<file path="config.mk">
export PLATFORM = sky130hd
export DESIGN_NAME = triangle_fifo_reader_flat
export DESIGN_NICKNAME = d
export VERILOG_FILES = /design/src/rtl/triangle_fifo_reader_if.sv /design/src/rtl/triangle_fifo_reader.sv /design/src/flat_wrapper.sv
export SDC_FILE = /design/constraint.sdc
export NUM_CORES = 1
export LEC_CHECK = 0
export ABC_AREA = 1
export CAP_MARGIN = 15
export CORE_ASPECT_RATIO = 0.6
export CORE_MARGIN = 2
export CORE_UTILIZATION = 45
export CTS_BUF_LIST = sky130_fd_sc_hd__clkbuf_16
export DETAILED_ROUTE_END_ITERATION = 8
export PLACE_DENSITY = 0.73
export SLEW_MARGIN = 40
export SYNTH_ARGS = -nofsm -noshare
export SYNTH_HDL_FRONTEND = slang
export SYNTH_SLANG_ARGS = --single-unit
</file>
<file path="constraint.sdc">
create_clock -name Clk -period 4.05 [get_ports Clk]
set_clock_uncertainty 0.2 [all_clocks]
set_input_delay 0.405 -clock Clk [delete_from_list [all_inputs] [get_ports Clk]]
set_output_delay 0.405 -clock Clk [all_outputs]
set_load 0.03 [all_outputs]
</file>
<file path="src/rtl/triangle_fifo_reader_if.sv">
// Handshake bundle for triangle_fifo_reader: FIFO read side plus the vertex
// stream toward rasterizer setup. master = reader, slave = FIFO/downstream.
interface triangle_fifo_reader_if #(
  parameter int WI = 2,
  parameter int WF = 2
);
  localparam int W = WI + WF;

  logic                     fifo_empty;
  logic                     fifo_r_en;
  logic [2:0][2:0][W-1:0]   fifo_triangle;
  logic                     vtx_valid;
  logic                     vtx_ready;
  logic [2:0][W-1:0]        vtx;
  logic [1:0]               vtx_idx;
  logic                     tri_last;

  modport master (
    input  fifo_empty, fifo_triangle, vtx_ready,
    output fifo_r_en, vtx_valid, vtx, vtx_idx, tri_last
  );

  modport slave (
    output fifo_empty, fifo_triangle, vtx_ready,
    input  fifo_r_en, vtx_valid, vtx, vtx_idx, tri_last
  );
endinterface

</file>
<file path="src/rtl/triangle_fifo_reader.sv">
// Pops one triangle from triangle_fifo, holds it, and streams its three
// vertices downstream over valid/ready. All outputs are registered.
module triangle_fifo_reader #(
  parameter int WI   = 2,
  parameter int WF   = 2,
  parameter int CNTW = 8
) (
  input  logic                    Clk,
  input  logic                    Reset,
  triangle_fifo_reader_if.master  bus,
  output logic [CNTW-1:0]         tri_count,
  output logic                    busy
);
  localparam int W = WI + WF;

  typedef enum logic [1:0] {IDLE, REQ, CAPT, SEND} state_t;

  state_t                  state_q, state_d;
  logic [2:0][2:0][W-1:0]  held_q, held_d;
  logic [1:0]              idx_q, idx_d;
  logic [CNTW-1:0]         cnt_q, cnt_d;
  logic                    r_en_q, r_en_d;
  logic                    valid_q, valid_d;
  logic [2:0][W-1:0]       vtx_q, vtx_d;
  logic                    last_q, last_d;
  logic                    busy_q, busy_d;

  always_comb begin
    state_d = state_q;
    held_d  = held_q;
    idx_d   = idx_q;
    cnt_d   = cnt_q;
    case (state_q)
      IDLE: if (!bus.fifo_empty) state_d = REQ;
      REQ:  state_d = CAPT;
      CAPT: begin
        held_d  = bus.fifo_triangle;
        idx_d   = 2'd0;
        state_d = SEND;
      end
      SEND: begin
        if (bus.vtx_ready) begin
          if (idx_q == 2'd2) begin
            cnt_d   = cnt_q + CNTW'(1);
            idx_d   = 2'd0;
            state_d = bus.fifo_empty ? IDLE : REQ;
          end else begin
            idx_d = idx_q + 2'd1;
          end
        end
      end
      default: state_d = IDLE;
    endcase

    // Outputs are computed from next-state values so they register in step
    // with the state, keeping vtx_ready off any combinational output path.
    r_en_d  = (state_d == REQ);
    valid_d = (state_d == SEND);
    vtx_d   = valid_d ? held_d[idx_d] : '0;
    last_d  = valid_d && (idx_d == 2'd2);
    busy_d  = (state_d != IDLE);
  end

  always_ff @(posedge Clk) begin
    if (!Reset) begin
      state_q <= IDLE;
      held_q  <= '0;
      idx_q   <= '0;
      cnt_q   <= '0;
      r_en_q  <= 1'b0;
      valid_q <= 1'b0;
      vtx_q   <= '0;
      last_q  <= 1'b0;
      busy_q  <= 1'b0;
    end else begin
      state_q <= state_d;
      held_q  <= held_d;
      idx_q   <= idx_d;
      cnt_q   <= cnt_d;
      r_en_q  <= r_en_d;
      valid_q <= valid_d;
      vtx_q   <= vtx_d;
      last_q  <= last_d;
      busy_q  <= busy_d;
    end
  end

  assign bus.fifo_r_en = r_en_q;
  assign bus.vtx_valid = valid_q;
  assign bus.vtx       = vtx_q;
  assign bus.vtx_idx   = idx_q;
  assign bus.tri_last  = last_q;
  assign tri_count     = cnt_q;
  assign busy          = busy_q;
endmodule
</file>
<file path="src/flat_wrapper.sv">
// flat-port wrapper written by rule: the top's interface ports become plain ports
module triangle_fifo_reader_flat 
#(
  parameter int WI   = 2,
  parameter int WF   = 2,
  parameter int CNTW = 8
)
  (Clk, Reset, tri_count, busy, bus_fifo_empty, bus_fifo_triangle, bus_vtx_ready, bus_fifo_r_en, bus_vtx_valid, bus_vtx, bus_vtx_idx, bus_tri_last);
  triangle_fifo_reader_if #(.WI(WI), .WF(WF)) bus_i ();
  input  logic Clk;
  input  logic Reset;
  output logic [CNTW-1:0] tri_count;
  output logic busy;
  input wire logic [$bits(bus_i.fifo_empty)-1:0] bus_fifo_empty;
  input wire logic [$bits(bus_i.fifo_triangle)-1:0] bus_fifo_triangle;
  input wire logic [$bits(bus_i.vtx_ready)-1:0] bus_vtx_ready;
  output wire logic [$bits(bus_i.fifo_r_en)-1:0] bus_fifo_r_en;
  output wire logic [$bits(bus_i.vtx_valid)-1:0] bus_vtx_valid;
  output wire logic [$bits(bus_i.vtx)-1:0] bus_vtx;
  output wire logic [$bits(bus_i.vtx_idx)-1:0] bus_vtx_idx;
  output wire logic [$bits(bus_i.tri_last)-1:0] bus_tri_last;
  assign bus_i.fifo_empty = bus_fifo_empty;
  assign bus_i.fifo_triangle = bus_fifo_triangle;
  assign bus_i.vtx_ready = bus_vtx_ready;
  assign bus_fifo_r_en = bus_i.fifo_r_en;
  assign bus_vtx_valid = bus_i.vtx_valid;
  assign bus_vtx = bus_i.vtx;
  assign bus_vtx_idx = bus_i.vtx_idx;
  assign bus_tri_last = bus_i.tri_last;
  triangle_fifo_reader #(.WI(WI), .WF(WF), .CNTW(CNTW)) u_core (.Clk(Clk), .Reset(Reset), .bus(bus_i), .tri_count(tri_count), .busy(busy));
endmodule
</file>
# After elaboration in Yosys (flattened, before gate mapping)
# Cells that the tools add are included.
[word_totals]
ff_bits = 64
in_bits = 40
output_inout_bits = 26
wordCells = 45
[op_classes]
addsub = 2
order_cmp = 1
eq_ne = 7
n_mux = 11
reduce_logical = 5
[op_table]
columns = ["op", "n"]
rows = [
  ["36-bit 2-to-1 mux", 1],
  ["12-bit binary-select mux with 2-bit select", 1],
  ["12-bit 2-to-1 mux", 1],
  ["2-bit == test (second input constant)", 5],
  ["2-bit 2-to-1 mux", 5],
  ["8-bit by 1-bit adder with 8-bit output (second input constant)", 1],
  ["2-bit one-hot mux with 4 select lines", 1],
  ["2-bit by 1-bit == test with 1-bit output (second input constant)", 2],
  ["2-bit one-hot mux with 2 select lines", 1],
  ["2-bit by 3-bit < comparator with 1-bit output (second input constant)", 1],
  ["3-bit AND reduction", 1],
  ["2-bit by 1-bit adder with 2-bit output (second input constant)", 1],
  ["2-bit logical NOT", 1],
  ["2-bit AND reduction", 1],
  ["2-bit nonzero test", 1],
  ["1-bit logical AND", 1],
  ["1-bit 2-to-1 mux", 1],
]

# Logic depth before layout (Yosys ltp)
# Gate-level depths: netlist of the first run.
[depth]
depth_word = 6
depth_mapped = 10
mapped_depth_nobuf = 9

# Worst setup path before layout of the first run
# No wires, ideal clock.
[synth_path]
path_type = "register to register"
start = "register u_core.idx_q[0] (netlist: u_core.bus.vtx_idx[0])"
end = "register u_core.vtx_q, in the netlist u_core.bus.vtx[10]"
setup_time_ns = 0.058
t_arrival_ns = 1.358
t_required_ns = 3.792
slack_ns = 2.433
stages_incl_launch_ff = 10
path_buffers = 1
synth_period_minus_slack_ns = 1.617
path_cell_list = "dfxtp_1 -> nand2_1 -> inv_1 -> nor2_1 -> nand2_1 -> nand2_2 -> nor2_2 -> buf_4 -> nand3_1 -> nand2_1"
[synth_between]
elab_chain_cells = 6
elab_cells_between_ends = 12
cone_classes = "add/sub: 1; eq/ne: 2; mux: 8; reduce/logical: 1"
[synth_rtl]
columns = ["item", "line", "rtl"]
rows = [
  ["start: declaration", "triangle_fifo_reader.sv:20", "logic [1:0] idx_q, idx_d;"],
  ["start signal: assignment", "triangle_fifo_reader.sv:78", "idx_q <= idx_d;"],
  ["2-bit by 1-bit adder with 2-bit output or 2-bit == test (tied branches)", "triangle_fifo_reader.sv:48, triangle_fifo_reader.sv:43", ""],
  ["2-bit 2-to-1 mux", "triangle_fifo_reader.sv:43", "if (idx_q == 2'd2) begin"],
  ["2-bit 2-to-1 mux", "triangle_fifo_reader.sv:42", "if (bus.vtx_ready) begin"],
  ["2-bit one-hot mux with 2 select lines or 2-bit one-hot mux with 4 select lines (tied branches)", "triangle_fifo_reader.sv:33", "case (state_q)"],
  ["12-bit binary-select mux with 2-bit select or 2-bit == test (tied branches)", "triangle_fifo_reader.sv:59, triangle_fifo_reader.sv:58", ""],
  ["12-bit 2-to-1 mux (implied by the code) or 2-bit AND reduction (tied branches)", "n/a", ""],
  ["end signal: assignment", "triangle_fifo_reader.sv:82", "vtx_q <= vtx_d;"],
  ["end: declaration", "triangle_fifo_reader.sv:24", "logic [2:0][W-1:0] vtx_q, vtx_d;"],
]
# Several ways; a longest one is shown, not always the timed one. The select of a mux whose other input is x is not followed.
# A chain may end at the register's enable or synchronous reset.

# Worst setup path in the final report of the first run
[layout_path]
start = "input bus_vtx_ready"
end = "register u_core.vtx_q, in the netlist u_core.bus.vtx[3]"
[layout_between]
elab_chain_cells = 4
elab_cells_between_ends = 8
cone_classes = "eq/ne: 1; mux: 6; reduce/logical: 1"
[layout_rtl]
columns = ["item", "line", "rtl"]
rows = [
  ["start: declaration", "flat_wrapper.sv:16", "input wire logic [$bits(bus_i.vtx_ready)-1:0] bus_vtx_ready;"],
  ["2-bit 2-to-1 mux", "triangle_fifo_reader.sv:42", ""],
  ["2-bit one-hot mux with 2 select lines or 2-bit one-hot mux with 4 select lines (tied branches)", "triangle_fifo_reader.sv:33", ""],
  ["12-bit binary-select mux with 2-bit select or 2-bit == test (tied branches)", "triangle_fifo_reader.sv:59, triangle_fifo_reader.sv:58", ""],
  ["12-bit 2-to-1 mux (implied by the code) or 2-bit AND reduction (tied branches)", "n/a", ""],
]
# Several ways; a longest one is shown, not always the timed one. The select of a mux whose other input is x is not followed.

==> results of run 1 <==
-- layer usage --
| metal | GRT usage | share of wire | up-vias |
|---|---|---|---|
| met3 | 0.07044 | 0.074 | 4 |
| met1 | 0.3107 | 0.50 | 1209 |
| li1 | - | - | 1412 |
| met2 | 0.3315 | 0.42 | 96 |
| met5 | 0 | 0 | - |
| met4 | 0.05428 | 0.0030 | 0 |
-- cell type report --
cell class	instances	area, um2
clock buffers	9	225.2
clock inverters	7	143.9
fillers	575	2190
inverters	48	180.2
multi-input cells	277	1250
flip-flops and latches	64	1281
well taps	84	105.1
repair buffers	69	680.7
-- worst reg2reg max path, cell delays in order, from the launching register on --
cell	delay [ps]
dfxtp_1	310
buf_4	260
nand2_2	370
buf_4	370
o21ai_2	130
nand2_1	160
inv_2	280
nand3_1	140
nand2_1	100
-- synth_stat cells, drive strengths merged (2+ instances only) --
cell,count,area share
nand4,2,0.0045
nand2,131,0.18
clkbuf,9,0.012
o21a,13,0.035
nand3,51,0.091
nor2,36,0.049
nand3b,5,0.013
nor3,2,0.0036
dfxtp,64,0.46
a21oi,26,0.046
o21ai,7,0.014
buf,11,0.021
inv,47,0.063
-- per-stage QoR --
step	hold slack, ps	setup WS (ps)	utilization
floorplan	247.1	2433	-
global placement	256.7	1531	0.5775
detailed placement	260.9	1410	0.5775
CTS	269.8	1627	0.6384
global route	286.6	1383	0.6384
finish	269.9	1654	0.6384
-- power groups by stage --
stage,combinational (W),sequential (W),clock [W]
3_3_place_gp,0.000355,0.000714,0
2_1_floorplan,0.000224,0.000737,0
5_1_grt,0.000415,0.000708,0.000985
4_1_cts,0.000367,0.000703,0.000951
6_report,0.000367,0.000703,0.000938
3_5_place_dp,0.000362,0.000716,0
-- flip-flops by register name (all words and copies together) (netlist names) --
signal                cells
u_core.held_q            36
u_core.bus.vtx           12
u_core.tri_count          8
u_core.bus.vtx_idx        2
u_core.state_q            2
u_core.bus.fifo_r_en      1
u_core.bus.tri_last       1
u_core.bus.vtx_valid      1
u_core.busy               1
-- worst paths after layout --
kind | startpoint | endpoint | slack [ps] | cells after the start
worst max register to register | u_core.state_q[1] | u_core.bus.vtx[3] | 1660 | 8
worst min-delay path | u_core.held_q[3] | u_core.held_q[3] | 270 | 2
worst min register to register | u_core.held_q[3] | u_core.held_q[3] | 270 | 2
worst max-delay path | bus_vtx_ready | u_core.bus.vtx[3] | 1650 | 9
-- cell families (layout without fill, tap and decap cells) --
| logic type | after synthesis | after routing |
|---|---|---|
| AND/OR/NAND/NOR | 229 | 229 |
| adder cells (fa/ha/maj) | 1 | 1 |
| AO/OA/AOI/OAI | 46 | 46 |
| XOR/XNOR | 1 | 1 |
| buffers and inverters | 68 | 133 |
| flip-flops | 64 | 64 |
==> flow_summary_export.csv, run 1 <==
group,metric,value,unit
place,routabilityCongestion,0.8171,
outcome,status,"finished clean",
setup_path,slowest_delay,500,ps
synthesis,synthArstFlopShare,0,
place,dp_hpwl,5023,um
setup_path,cp_max_fo,14,
layout,final_cell_mix,"129 x nand2_1, 65 x clkdlybuf4s50_1, 64 x dfxtp_1, 51 x nand3_1, 43 x inv_1",
power,p_total,0.002008,W
power,seq_power_share,0.350,
global_route,grt-ovfl-total,0,
detailed_routing,vias,2721,
synthesis,synth_edf_count,0,
global_route,grt_pass1_vias,2568,
synthesis,synth_adder_area_share,0.004462,
synthesis,synth_cells,409,
synthesis,yosysSeqAreaShare,0.4569,
clock_tree,root_buffer,"clkbuf_16",
layout,fin_nets,510,
setup_path,cp.arrival,2460,ps
setup_path,critPathTopFamily,"simple AND/OR/NAND/NOR gates",
global_route,grt_pass1_wl,11920,um
detailed_routing,first_pass_iters,4,
detailed_routing,ant_nets,0,
layout,finish.instance_area,0.003866,mm2
power,sw_frac_of_total,0.2554,
clock_tree,clkLatencyLatePin,320,ps
synthesis,synth_compound_area_frac,0.09505,
detailed_routing,vias_per_cell,4.876,
layout,final_layout_size_suffix_gt1_frac,0.05907,
synthesis,avgSynthCellArea,6.856,um2
timing,period_minus_slack,2396,ps
timing,hold_viol,0,
die,die_h,65.15,um
synthesis,synth-simple-area-share,0.3432,
power,p_comb_frac,0.183,
power,total_leakage_power,1.787,nW
power,p_int,0.001495,W
place,dpl.cell_count,542,
synthesis,synth.distinct_cells,25,
power,switchingPower,0.0005128,W
clock_tree,cts_tree,"built",
timing,slew_violations,0,
power,clkPwrFrac,0.467,
global_route,grt_max_degree,30,
timing,fin_setup_tns,0,ps
timing,relSlewSlack,0.4449,
synthesis,synth_ff_type,"dfxtp_1",
layout,fin_cells,558,
job,max_cap_viol_count,0,
power,p_per_area,519.4,mW/mm2
setup_path,start_kind,"input pin",
die,io_pins,66,
die,std_cell_rows,22,
clock_tree,path_clk_slew,50,ps
synthesis,yosysWarnings,0,
setup_path,slowest_stage,"clkdlybuf4s50_1",
layout,syn_to_final_growth,37.88,%
layout,final_common_cell,"nand2_1",
setup_path,path_buf_inv,2,
power,ir_worst_vdd,0.2448,mV
setup_path,crit_required,4120,ps
place,post_dp_cell_area,0.003497,mm2
clock_tree,cts_buffer_depth,2,
clock_tree,holdBufCountCts,0,
die,fp.dieW,105.9,um
synthesis,synthXorXnorAreaFrac,0.003124,
die,die_area,0.006899,mm2
detailed_routing,wl_per_cell,12.61,um
timing,fin_crit_sh,0.5917,
setup_path,crit_type,"in2reg",
global_route,antenna_found_initial,0,
synthesis,ys_ff_latch,64,
setup_path,cpMostUsedCell,"nand2_1",
place,portBuffers,65,
timing,worstMarginPinSlew,831.7,ps
detailed_routing,drc_errors,0,
detailed_routing,drtIter0Drc,141,
clock_tree,cts-buffers-inserted,9,
synthesis,synth_top_family_by_area,"simple AND/OR/NAND/NOR gates",
global_route,grt_usage,0.2213,
die,start_util,0.4630,
clock_tree,h-tree-depth,3,
clock_tree,cts.sinks,64,
synthesis,synthMuxAreaShare,0,
layout,antenna_cells,0,
timing,rsz0062_at_grt,"false",
clock_tree,cts_setup_buffers,0,
detailed_routing,drt_wl_total,7039,um
worst_hold_path,hp-class,"reg2reg",
die,core,0.006056,mm2
timing,fmax,417.3,MHz
timing,setup_viol,0,
synthesis,netlist_area,0.002804,mm2
synthesis,synth_nets,450,
setup_path,crit_chain,"clkdlybuf4s50_1 > nand2_1 > inv_1 > nor2_1 > nand2_1 > nand2_2 > nor2_2 > nand3_1 > nand2_1",
clock_tree,ctsResizeCount,0,
setup_path,critPathCaptureType,"register",
(Power assumes the default switching activity.)
==> inputs of run 2 (changes only) <==
clock period = 2.4 ns   (was 4.05 ns; I/O delays follow)
==> run 2 against run 1 <==
Effect of this change: critical path depth down 8; largest power group is now sequential cells; global-route usage down 0.52 points; count of clock-buffer cells in the layout unchanged; non-clock buffer count up 4; critical path type is now reg2out.
==> flow_summary_export.csv, run 2 (synthesized netlist as in run 1, its figures left out) <==
group,metric,value,unit
layout,finish.instance_area,0.003804,mm2
power,p_per_area,775.0,mW/mm2
layout,fin_nets,514,
setup_path,crit_required,1960,ps
clock_tree,h-tree-depth,3,
detailed_routing,wl_per_cell,12.06,um
timing,period_minus_slack,1930,ps
timing,fin_setup_tns,0,ps
timing,hold_viol,0,
setup_path,slowest_delay,720,ps
detailed_routing,first_pass_iters,4,
global_route,grt-ovfl-total,0,
timing,setup_ws,470.0,ps
setup_path,critPathCaptureType,"output pin",
clock_tree,holdBufCountCts,0,
setup_path,crit_type,"reg2out",
timing,slew_violations,0,
clock_tree,cts_tree,"built",
setup_path,path_buf_inv,1,
timing,relSlewSlack,0.6940,
layout,final_common_cell,"nand2_1",
timing,fmax,518.1,MHz
detailed_routing,drtIter0Drc,121,
layout,seqCellArea,0.001281,mm2
die,core,0.006056,mm2
setup_path,critPathTopFamily,"buffers and inverters",
power,ir_worst_vdd,0.4019,mV
global_route,grt_usage,0.2161,
worst_hold_path,holdCritStartpoint,"u_core.held_q[2]",
clock_tree,ctsResizeCount,0,
setup_path,cp.arrival,1490,ps
die,die_area,0.006899,mm2
place,portBuffers,65,
outcome,status,"finished clean",
die,std_cell_rows,22,
global_route,grt_pass1_wl,11570,um
place,dp_worst_setup_slack,378.5,ps
layout,syn_to_final_growth,35.65,%
clock_tree,cts-buffers-inserted,9,
timing,fin_crit_sh,0.8042,
die,start_util,0.4630,
layout,antenna_cells,0,
die,die_h,65.15,um
detailed_routing,drt_wl_total,6780,um
layout,fillers,558,
detailed_routing,ant_nets,0,
place,post_dp_cell_area,0.003540,mm2
worst_hold_path,hp-class,"reg2reg",
power,total_leakage_power,1.766,nW
setup_path,crit_chain,"clkdlybuf4s50_1",
place,dp_hpwl,4804,um
detailed_routing,drc_errors,0,
layout,final_cell_mix,"129 x nand2_1, 65 x clkdlybuf4s50_1, 64 x dfxtp_1, 51 x nand3_1, 43 x inv_1",
setup_path,start_kind,"register",
global_route,grt_max_degree,48,
place,routabilityCongestion,0.8595,
clock_tree,cts.sinks,64,
die,fp.dieW,105.9,um
setup_path,cp_max_fo,6,
timing,worstMarginPinSlew,458.5,ps
timing,rsz0062_at_grt,"false",
clock_tree,cts_setup_buffers,0,
layout,multi_input_area,0.001250,mm2
global_route,grt_pass1_vias,2531,
layout,largest_reg_flops,36,
clock_tree,clkLatencyLatePin,330,ps
layout,final_layout_size_suffix_gt1_frac,0.06485,
clock_tree,path_clk_slew,50,ps
detailed_routing,vias_per_cell,4.804,
global_route,antenna_found_initial,0,
die,io_pins,66,
clock_tree,cts_buffer_depth,2,
clock_tree,root_buffer,"clkbuf_16",
setup_path,slowest_stage,"clkdlybuf4s50_1",
detailed_routing,vias,2700,
timing,setup_viol,0,
layout,largest_register,"u_core.held_q",
job,max_cap_viol_count,0,
setup_path,timing.rr.start,"u_core.state_q[1]",
setup_path,crit_start,"u_core.tri_count[0]",
==> run 2: area by class of cell <==
type                            instances  share of cell area
Timing Repair Buffer                   73              0.1901
Tap cell                               84             0.02763
Clock buffer                            9             0.05921
Sequential cell                        64              0.3368
Clock inverter                          7             0.01020
Multi-Input combinational cell        277              0.3286
Inverter                               48             0.04737
==> run 2: metal layers <==
layer	global-route usage	share of wire	wire, um
met3	0.06944	0.057	387
met2	0.3129	0.42	2835
met5	0	0	0
met1	0.3032	0.52	3515
met4	0.07566	0.0063	43
==> run 2: worst paths after layout <==
| check | cells after the start | slack [ps] | endpoint |
|---|---|---|---|
| setup reg to reg | 8 | 540 | u_core.bus.vtx[8] |
| hold reg to reg | 2 | 270 | u_core.held_q[2] |
| setup / recovery | 1 | 470 | tri_count[0] |
| hold / removal | 2 | 270 | u_core.held_q[2] |
==> run 2: per-stage QoR <==
| step | util | power [W] | std cells | hold slack [ps] |
|---|---|---|---|---|
| global placement | 0.5845 | 0.001814 | 546 | 256.9 |
| finish | 0.6281 | 0.002948 | 562 | 267.1 |
| CTS | 0.6281 | 0.002965 | 562 | 269.7 |
| floorplan | - | 0.001623 | 409 | 118.5 |
| global route | 0.6281 | 0.003105 | 562 | 292.6 |
| detailed placement | 0.5845 | 0.001821 | 546 | 260.9 |
==> run 2: power by group <==
group | total [W] | switching, W | leakage (nW) | internal (W)
Clock | 0.00114 | 0.000458 | 0.128 | 0.000685
Sequential | 0.00119 | 0.0000350 | 0.522 | 0.00116
Combinational | 0.000611 | 0.000356 | 1.12 | 0.000255
Total | 0.00295 | 0.000849 | 1.77 | 0.00210
==> run 2: tightest hold or removal path, delay by kind of cell (launching register included) <==
family | cells | cell delay, ps
flip-flops | 1 | 290
AND/OR/NAND/NOR | 1 | 70
AO/OA/AOI/OAI | 1 | 60
==> inputs of run 3 (changes only) <==
clock period = 1.9 ns   (was 2.4 ns; I/O delays follow)
==> run 3 against run 2 <==
Effect of this change: combinational power is 31% higher; setup slack worse by 430 ps; via count is 0.30% higher; register-to-register slack worse by 270 ps; final area is 3.0% higher; routed wire length is 2.5% higher; utilization is 1.9 points higher; total power is 36% higher.
==> flow_summary_export.csv, run 3 (synthesized netlist as in run 1, its figures left out) <==
group,metric,value,unit
outcome,status,"finished clean",
power,clkPwrFrac,0.425,
layout,syn_to_final_growth,39.76,%
layout,final_cell_mix,"129 x nand2_1, 63 x clkdlybuf4s50_1, 63 x dfxtp_1, 51 x nand3_1, 44 x inv_1",
detailed_routing,vias_per_cell,4.776,
layout,antenna_cells,0,
place,routabilityCongestion,0.8602,
setup_path,timing.rr.start,"u_core.bus.vtx_idx[0]",
power,switchingPower,0.001075,W
detailed_routing,vias,2708,
job,max_cap_viol_count,0,
layout,largest_register,"u_core.held_q",
global_route,grt_max_degree,35,
power,ir_worst_vdd,0.6086,mV
layout,final_layout_size_suffix_gt1_frac,0.07867,
setup_path,r2r_cells,9,
setup_path,start_kind,"register",
layout,largest_reg_flops,36,
clock_tree,cts-buffers-inserted,9,
clock_tree,cts_buffer_depth,2,
setup_path,critPathCaptureType,"output pin",
timing,hold_viol,0,
timing,fin_crit_sh,0.9806,
clock_tree,root_buffer,"clkbuf_16",
layout,final_common_cell,"nand2_1",
clock_tree,holdBufCountCts,0,
worst_hold_path,hp-class,"reg2reg",
setup_path,crit_chain,"clkdlybuf4s50_1",
setup_path,r2r_end,"u_core.bus.vtx[10]",
power,p_int,0.002938,W
power,seq_power_share,0.376,
detailed_routing,drt_wl_total,6948,um
power,p_per_area,1024,mW/mm2
die,fp.dieW,105.9,um
setup_path,reg2reg_slack,270,ps
die,start_util,0.4630,
power,total_leakage_power,1.871,nW
die,die_area,0.006899,mm2
timing,slew_violations,0,
worst_hold_path,holdCritStartpoint,"u_core.held_q[13]",
layout,fin_nets,519,
clock_tree,cts_tree,"built",
global_route,grt_pass1_wl,11760,um
global_route,grt-ovfl-total,0,
timing,setup_viol,0,
setup_path,slowest_stage,"clkdlybuf4s50_1",
detailed_routing,wl_per_cell,12.25,um
die,std_cell_rows,22,
place,dpl.cell_count,551,
power,sw_frac_of_total,0.2679,
setup_path,crit_start,"u_core.bus.vtx_idx[0]",
global_route,antenna_found_initial,0,
worst_hold_path,whs_path_depth,2,
setup_path,crit_type,"reg2out",
clock_tree,path_clk_slew,60,ps
die,die_h,65.15,um
detailed_routing,first_pass_iters,4,
layout,fin_cells,567,
place,dp_hpwl,4969,um
global_route,grt_usage,0.2166,
timing,period_minus_slack,1863,ps
setup_path,path_buf_inv,1,
global_route,grt_pass1_vias,2587,
setup_path,cp.arrival,1470,ps
die,io_pins,66,
timing,rsz0062_at_grt,"false",
setup_path,slowest_delay,720,ps
setup_path,critPathTopFamily,"buffers and inverters",
timing,worstMarginPinSlew,390.3,ps
layout,fillers,538,
clock_tree,h-tree-depth,3,
timing,fmax,536.7,MHz
setup_path,crit_required,1510,ps
timing,relSlewSlack,0.7374,
setup_path,cp_max_fo,5,
timing,fin_setup_tns,0,ps
power,p_comb_frac,0.199,
clock_tree,cts.sinks,64,
place,portBuffers,65,
clock_tree,clkLatencyLatePin,320,ps
die,core,0.006056,mm2
worst_hold_path,whs_endpoint,"u_core.held_q[13]",
detailed_routing,drc_errors,0,
detailed_routing,ant_nets,0,
detailed_routing,drtIter0Drc,146,
[run 3: repair_timing]
item | CTS | global route
setup endpoints to repair | 0 | 14
gates resized for setup | 0 | 7
setup buffers | 0 | 0
[run 3: power groups by stage]
stage | Combinational, W | Clock, W | Sequential (W)
after global placement | 0.000773 | 0 | 0.00153
after global routing | 0.000903 | 0.00179 | 0.00152
after detailed placement | 0.000790 | 0 | 0.00153
after floorplan | 0.000478 | 0 | 0.00157
final | 0.000800 | 0.00171 | 0.00151
after CTS | 0.000799 | 0.00173 | 0.00151
[run 3: cell type report]
class	count	area [um2]	share of cell area
multi-input cells	277	1257	0.3209
clock buffers	9	225.2	0.05747
clock inverters	7	87.58	0.02235
inverters	48	182.7	0.04662
flip-flops and latches	64	1282	0.3273
repair buffers	78	778.2	0.1986
well taps	84	105.1	0.02682
[run 3: worst max-delay path by stage]
stage,cells after the start,to
floorplan,9,u_core.bus.vtx[10]
global placement,7,u_core.tri_count[2]
detailed placement,7,u_core.tri_count[2]
CTS,1,tri_count[0]
global route,1,bus_vtx_idx[0]
finish,1,bus_vtx_idx[0]
[run 3: metrics by stage]
step           cell area [um2]  power (W)  hold slack, ps  setup slack (ps)    util
2_1_floorplan             2804   0.002050           68.51             283.5       -
3_3_place_gp              3590   0.002304           254.7             74.86  0.5928
3_5_place_dp              3590   0.002323           258.9             29.36  0.5928
4_1_cts                   3902   0.004035           267.4             32.67  0.6444
5_1_grt                   3919   0.004212           285.8             3.445  0.6471
6_report                  3919   0.004014           266.4             36.87  0.6471
[run 3: tightest hold or removal path: stages, from the launching register on]
cell     delay (ps)
dfxtp_1         290
nand2_1          70
a21oi_1          50
[run 3: layer usage]
layer,share of wire,vias up,track usage
li1,-,1430,-
met1,0.51,1193,0.3057
met2,0.42,75,0.3194
met3,0.061,10,0.06151
met4,0.010,0,0.07237
met5,0,-,0
